$ cat config.mk
export PLATFORM = sky130hd
export DESIGN_NAME = psm_host
export DESIGN_NICKNAME = d
export VERILOG_FILES = /design/src/rtl/psm_host.sv
export SDC_FILE = /design/constraint.sdc
export NUM_CORES = 1
export LEC_CHECK = 0
export CAP_MARGIN = 20
export CORE_MARGIN = 2
export CORE_UTILIZATION = 32
export CTS_CLUSTER_SIZE = 12
export DETAILED_ROUTE_END_ITERATION = 8
export DONT_BUFFER_PORTS = 1
export HOLD_SLACK_MARGIN = 0.06
export SYNTH_ARGS = -nofsm -noshare
export SYNTH_HDL_FRONTEND = slang
export SYNTH_SLANG_ARGS = --single-unit
$ cat constraint.sdc
create_clock -name clk -period 2.5 [get_ports clk]
set_input_delay 0.375 -clock clk [delete_from_list [all_inputs] [get_ports clk]]
set_output_delay 0.375 -clock clk [all_outputs]
set_load 0.03 [all_outputs]
$ cat src/rtl/psm_host.sv
// psm_host -- initiator and checker for the PSM Start_N/Din1/Din2 -> Ready/Op1/Op2/Op3/Dout interface.
//
// Accepts one request (A,B) at a time, issues an active-low start pulse of START_LEN cycles with
// stable operands, follows the PSM's three phases, captures Dout per phase and flags protocol errors.
//
// Optional build macro: PSM_HOST_CHECK_EN
//   defined   : phase-length compare (err_code 2) and Dout value compare (err_code 3) are built in.
//   undefined : only Op1 timeout (1) and one-hot/order (4) checks; res1..res3 are still captured.
//
// Ports
//   clk, rst            clock, synchronous active-high reset
//   req, req_a, req_b   request and operands (accepted when req && ready in IDLE)
//   busy, done          transaction in flight / one-cycle completion pulse
//   res1..res3          Dout captured on the last cycle of Op1/Op2/Op3
//   err, err_code       error flag and code (0 none, 1 timeout, 2 length, 3 value, 4 order)
//   start_n, din1, din2 to PSM
//   ready, op1..op3, dout from PSM
module psm_host #(
    parameter int TIME_OP1  = 30_000_000,
    parameter int TIME_OP2  = 10_000_000,
    parameter int TIME_OP3  = 80_000_000,
    parameter int START_LEN = 2,
    parameter int TIMEOUT   = 16,
    parameter int CNT_W     = 32
) (
    input  logic       clk,
    input  logic       rst,
    input  logic       req,
    input  logic [2:0] req_a,
    input  logic [2:0] req_b,
    output logic       busy,
    output logic       done,
    output logic [2:0] res1,
    output logic [2:0] res2,
    output logic [2:0] res3,
    output logic       err,
    output logic [2:0] err_code,
    output logic       start_n,
    output logic [2:0] din1,
    output logic [2:0] din2,
    input  logic       ready,
    input  logic       op1,
    input  logic       op2,
    input  logic       op3,
    input  logic [2:0] dout
);

    typedef enum logic [2:0] {
        S_IDLE, S_START, S_WAIT1, S_PH1, S_PH2, S_PH3, S_DRAIN, S_FIN
    } state_t;

    localparam logic [CNT_W-1:0] START_LEN_C = CNT_W'(START_LEN);
    localparam logic [CNT_W-1:0] TIMEOUT_C   = CNT_W'(TIMEOUT);

    state_t           state_reg;
    logic             busy_reg, done_reg, start_n_reg, err_reg;
    logic [2:0]       din1_reg, din2_reg, res1_reg, res2_reg, res3_reg, err_code_reg;
    logic [CNT_W-1:0] scnt_reg, tcnt_reg, tcnt_next;

    logic [3:0] lines;
    logic       ph_cur, ph_nxt;
    logic       ph_e4, ph_e2, ph_e3, w_e4, w_e3;
    logic [2:0] ph_code, w_code;

    assign lines     = {op3, op2, op1, ready};
    assign tcnt_next = (tcnt_reg == '1) ? tcnt_reg : tcnt_reg + 1'b1;

    // Current-phase line and its only legal successor.
    always_comb begin
        ph_cur = 1'b0;
        ph_nxt = 1'b0;
        case (state_reg)
            S_PH1:   begin ph_cur = op1; ph_nxt = op2;   end
            S_PH2:   begin ph_cur = op2; ph_nxt = op3;   end
            S_PH3:   begin ph_cur = op3; ph_nxt = ready; end
            default: ;
        endcase
    end

    // Inside a phase exactly one line may be high and it must be the current or next one.
    assign ph_e4 = !$onehot(lines) || !(ph_cur || ph_nxt);
    // Before Op1 only Ready may be seen; Op1 must not overlap Ready.
    assign w_e4  = op2 || op3 || (op1 && ready);

`ifdef PSM_HOST_CHECK_EN
    localparam logic [CNT_W-1:0] LEN1_C = CNT_W'(TIME_OP1);
    localparam logic [CNT_W-1:0] LEN2_C = CNT_W'(TIME_OP2);
    localparam logic [CNT_W-1:0] LEN3_C = CNT_W'(TIME_OP3);

    logic [2:0]       exp1, exp2, exp3, cur_exp, nxt_exp;
    logic             nxt_chk;
    logic [CNT_W-1:0] pcnt_reg, pcnt_next, cur_len;

    genvar gi;
    for (gi = 0; gi < 3; gi++) begin : g_exp
        assign exp1[gi] = din1_reg[gi] | din2_reg[gi];
        assign exp2[gi] = din1_reg[gi] ^ din2_reg[gi];
        assign exp3[gi] = ~(~din1_reg[gi] & din2_reg[gi]);
    end

    always_comb begin
        cur_exp = exp1;
        nxt_exp = exp2;
        nxt_chk = 1'b0;
        cur_len = LEN1_C;
        case (state_reg)
            S_PH1:   begin cur_exp = exp1; nxt_exp = exp2; nxt_chk = 1'b1; cur_len = LEN1_C; end
            S_PH2:   begin cur_exp = exp2; nxt_exp = exp3; nxt_chk = 1'b1; cur_len = LEN2_C; end
            S_PH3:   begin cur_exp = exp3; nxt_exp = exp3; nxt_chk = 1'b0; cur_len = LEN3_C; end
            default: ;
        endcase
    end

    // pcnt_reg holds the Opn cycles already seen; pcnt_next is the count including this cycle.
    assign pcnt_next = (pcnt_reg == '1) ? pcnt_reg : pcnt_reg + 1'b1;
    assign ph_e2 = ph_cur ? (pcnt_next > cur_len) : (pcnt_reg != cur_len);
    assign ph_e3 = ph_cur ? (dout != cur_exp) : (nxt_chk && (dout != nxt_exp));
    assign w_e3  = op1 && (dout != exp1);

    // Any cycle that is not a continuation of the current phase is either the first cycle of
    // a new phase or irrelevant, so the count restarts at 1.
    always_ff @(posedge clk) begin
        if (rst) begin
            pcnt_reg <= '0;
        end else if (ph_cur) begin
            pcnt_reg <= pcnt_next;
        end else begin
            pcnt_reg <= CNT_W'(1);
        end
    end
`else
    assign ph_e2 = 1'b0;
    assign ph_e3 = 1'b0;
    assign w_e3  = 1'b0;
`endif

    // Same-cycle priority: order (4) > length (2) > value (3).
    assign ph_code = ph_e4 ? 3'd4 : ph_e2 ? 3'd2 : ph_e3 ? 3'd3 : 3'd0;
    assign w_code  = w_e4  ? 3'd4 : w_e3  ? 3'd3 : 3'd0;

    always_ff @(posedge clk) begin
        if (rst) begin
            state_reg    <= S_IDLE;
            busy_reg     <= 1'b0;
            done_reg     <= 1'b0;
            start_n_reg  <= 1'b1;
            err_reg      <= 1'b0;
            err_code_reg <= 3'd0;
            din1_reg     <= 3'd0;
            din2_reg     <= 3'd0;
            res1_reg     <= 3'd0;
            res2_reg     <= 3'd0;
            res3_reg     <= 3'd0;
            scnt_reg     <= '0;
            tcnt_reg     <= '0;
        end else begin
            done_reg <= 1'b0;
            case (state_reg)
                S_IDLE: begin
                    if (req && ready) begin
                        din1_reg     <= req_a;
                        din2_reg     <= req_b;
                        busy_reg     <= 1'b1;
                        start_n_reg  <= 1'b0;
                        err_reg      <= 1'b0;
                        err_code_reg <= 3'd0;
                        scnt_reg     <= CNT_W'(1);
                        tcnt_reg     <= CNT_W'(1);
                        state_reg    <= S_START;
                    end
                end
                S_START, S_WAIT1: begin
                    tcnt_reg <= tcnt_next;
                    if (op1 && !w_e4) begin
                        res1_reg <= dout;
                    end
                    if (w_code != 3'd0) begin
                        start_n_reg  <= 1'b1;
                        err_reg      <= 1'b1;
                        err_code_reg <= w_code;
                        state_reg    <= S_DRAIN;
                    end else if (op1) begin
                        // The PSM may react to the falling edge before the pulse ends.
                        start_n_reg <= 1'b1;
                        state_reg   <= S_PH1;
                    end else if (state_reg == S_START) begin
                        if (scnt_reg >= START_LEN_C) begin
                            start_n_reg <= 1'b1;
                            state_reg   <= S_WAIT1;
                        end else begin
                            scnt_reg <= scnt_reg + 1'b1;
                        end
                    end else if (tcnt_reg >= TIMEOUT_C) begin
                        err_reg      <= 1'b1;
                        err_code_reg <= 3'd1;
                        state_reg    <= S_DRAIN;
                    end
                end
                S_PH1, S_PH2, S_PH3: begin
                    if (!ph_e4) begin
                        case (state_reg)
                            S_PH1:   if (op1) res1_reg <= dout; else res2_reg <= dout;
                            S_PH2:   if (op2) res2_reg <= dout; else res3_reg <= dout;
                            default: if (op3) res3_reg <= dout;
                        endcase
                    end
                    if (ph_code != 3'd0) begin
                        err_reg      <= 1'b1;
                        err_code_reg <= ph_code;
                        state_reg    <= S_DRAIN;
                    end else if (ph_nxt) begin
                        case (state_reg)
                            S_PH1: state_reg <= S_PH2;
                            S_PH2: state_reg <= S_PH3;
                            default: begin
                                done_reg  <= 1'b1;
                                busy_reg  <= 1'b0;
                                state_reg <= S_FIN;
                            end
                        endcase
                    end
                end
                S_DRAIN: begin
                    if (ready) begin
                        done_reg  <= 1'b1;
                        busy_reg  <= 1'b0;
                        state_reg <= S_FIN;
                    end
                end
                S_FIN: begin
                    state_reg <= S_IDLE;
                end
                default: begin
                    state_reg <= S_IDLE;
                end
            endcase
        end
    end

    assign busy     = busy_reg;
    assign done     = done_reg;
    assign start_n  = start_n_reg;
    assign err      = err_reg;
    assign err_code = err_code_reg;
    assign din1     = din1_reg;
    assign din2     = din2_reg;
    assign res1     = res1_reg;
    assign res2     = res2_reg;
    assign res3     = res3_reg;

endmodule
==> results.json <==
{
  "outcome": "finished clean",
  "grt_usage_pct": 13.6,
  "drt_iter0_drc": 169,
  "place_hpwl_um": 6320,
  "clkPwrFrac_pct": 36.2,
  "die_w_um": 117,
  "ys_seq_area_share_pct": 43.4,
  "yosys.cell_count.top_type": "dfxtp_1",
  "htreeDepth": 3,
  "area_growth_pct": 12.7,
  "final_max_slew_viol_count": 0,
  "regArea_mm2": 0.00176,
  "grt_antenna_before_repair": 0,
  "setup_viol": 0,
  "port_buffers": 0,
  "die_area_mm2": 0.0136,
  "drc_errors": 0,
  "cp.required_ns": 2.75,
  "overflow": 0,
  "drv_cap": 0,
  "globalplace.congestion": 0.891,
  "synth_area_mm2": 0.00406,
  "syn_inst": 450,
  "crit_arrival_ns": 2.58,
  "clk_pin_slew_ns": 0.07,
  "rsz0062_at_grt": "no",
  "power_density_mw_per_mm2": 833,
  "max_freq_mhz": 428,
  "vias": 3147,
  "fp.dieH_um": 117,
  "p_sw_mw": 1.24,
  "grt_max_degree": 37,
  "num_rows": 41,
  "num_antenna_cells": 0,
  "wl_per_cell_um": 14.1,
  "root_buffer": "clkbuf_16",
  "start_util_pct": 32.4,
  "ys_top_cells_by_area": "dfxtp_1, xor2_1, and2_1, nor2_1, nand2_1",
  "hold_buffers": 0,
  "hold_path_class": "in2reg",
  "period_share_pct": 93.4,
  "ios": 38,
  "ys_top_cells_by_count": "dfxtp_1, nor2_1, nand2_1, and2_1, xor2_1",
  "multi_input_area_mm2": 0.00213,
  "total_power_mw": 3.81,
  "period_minus_slack_ns": 2.33,
  "synth_ff_type": "dfxtp_1",
  "netSwitchingFraction_pct": 32.5,
  "viasPerCell": 5.00,
  "synth_edf_count": 0,
  "combPwrFrac_pct": 19.6,
  "synth_area_leader_cell": "dfxtp_1",
  "synth_nets": 474,
  "final.fill_count": 1272,
  "ys_async_sr_fraction_pct": 0,
  "worstPathMaxFanout": 16,
  "p_int_mw": 2.57,
  "clock_latency_ns": 0.33,
  "avgSynthCellArea_um2": 9.02,
  "cts_tree": "yes",
  "design.core.area_mm2": 0.0125,
  "routed_wl_um": 8850,
  "clock_skew_ns": 0.00628,
  "synth.distinct_cells": 65,
  "drtPass1Iterations": 4,
  "yosysTopAreaCellShare_pct": 43.4,
  "cts_buffers": 9,
  "ir_drop_mv": 0.400,
  "p_leak_nw": 1.71,
  "cts.sinks": 88,
  "stdcell_count": 629,
  "end_kind": "register",
  "fin_nets": 476,
  "synth-seq-cells": 88,
  "drive_gt1_share_pct": 11.8,
  "start_kind": "register",
  "grt_pass1_vias": 2936,
  "tightest_slew_ns": 0.656,
  "ant_nets": 0,
  "placedCellCount": 612,
  "hold_viol": 0,
  "critical_path_class": "reg2reg",
  "yosysWarnings": 0,
  "power_frac_seq_pct": 44.2,
  "max-slew-margin-rel_pct": 55.9,
  "grt_pass1_wl_um": 14800,
  "clockBufferDepth": 2
}
## repair_timing
item	CTS	global route
setup buffers	0	0
resized for setup	0	1
endpoints found under the setup margin	0	2
## kinds of logic (layout without fill, tap and decap cells)
family / Yosys count / in the layout / synth area share (%)
flops: 88 / 88 / 43.4
mux: 12 / 12 / 2.96
buf+inv: 36 / 43 / 4.28
xor+xnor: 25 / 25 / 5.39
fa+ha+maj: 9 / 9 / 2.90
simple gates: 218 / 218 / 30.4
other cells: 1 / 1 / 0.0924
compound gates: 61 / 61 / 10.6
## final timing paths
path,from,end,slack (ns),cells past startpoint
hold reg to reg,scnt_reg[5]$_SDFFE_PP0P_,scnt_reg[5]$_SDFFE_PP0P_,0.46,1
setup reg to reg,state_reg[1]$_SDFFE_PP0P_,tcnt_reg[0]$_SDFFE_PP0P_,0.17,6
hold / removal,rst,din1[0]$_SDFFE_PP0P_,0.11,1
setup / recovery,state_reg[1]$_SDFFE_PP0P_,tcnt_reg[0]$_SDFFE_PP0P_,0.17,6
## cells in the final DEF (no fill, tap or decap), drive strengths merged, types with 3 or more instances in the layout
cell,n
a21oi,22
nor4,19
nor3,7
and4,5
nand4,24
or3,3
o211ai,3
or4,3
o21ai,10
nand2b,5
xor2,23
inv,19
and3,8
clkbuf,9
nor2,50
nand2,37
a211oi,5
mux2i,12
ha,7
and2,31
dfxtp,88
buf,13
nand3,18
## power by group through the flow
stage	clock [mW]	sequential, mW	combinational [mW]
finish	1.38	1.68	0.747
global route	1.49	1.70	0.831
CTS	1.43	1.68	0.737
detailed placement	0	1.71	0.735
global placement	0	1.71	0.727
floorplan	0	1.61	0.644
## layer usage
| metal | part of all wire [%] | vias to the layer above | global-route usage [%] | wire (µm) |
|---|---|---|---|---|
| li1 | - | 1592 | - | - |
| met1 | 47 | 1478 | 18.2 | 4190 |
| met2 | 45 | 66 | 21.3 | 4030 |
| met3 | 6.0 | 11 | 4.00 | 535 |
| met4 | 1.1 | 0 | 4.08 | 94 |
| met5 | 0 | - | 0 | 0 |
## stage by stage
step	worst slack [ns]	hold slack [ns]	utilization [%]	setup TNS [ns]	area, µm²
global route	0.0218	0.0903	36.5	0	4570
detailed placement	-0.104	0.446	33.9	-0.562	4250
floorplan	-0.0103	0.427	-	-0.0168	4070
CTS	0.155	0.0950	36.4	0	4560
finish	0.166	0.115	36.5	0	4570
global placement	-0.0430	0.442	33.9	-0.278	4250
## critical path, cell delays in order (launching register included)
cell and delay, ns:
dfxtp_1 0.74, nand2b_4 0.17, a2111oi_4 0.54, nand4_4 0.30, nand2_1 0.23, nor2_1 0.07
a211oi_1 0.20
## final cells by class
| type | instances | area share (%) |
|---|---|---|
| Inverter | 14 | 1.15 |
| Clock inverter | 7 | 1.83 |
| Multi-Input combinational cell | 326 | 46.5 |
| Clock buffer | 9 | 4.92 |
| Timing Repair Buffer | 13 | 2.30 |
| Sequential cell | 88 | 38.5 |
| Tap cell | 172 | 4.71 |
No activity file was read; power rests on OpenSTA's default activity.
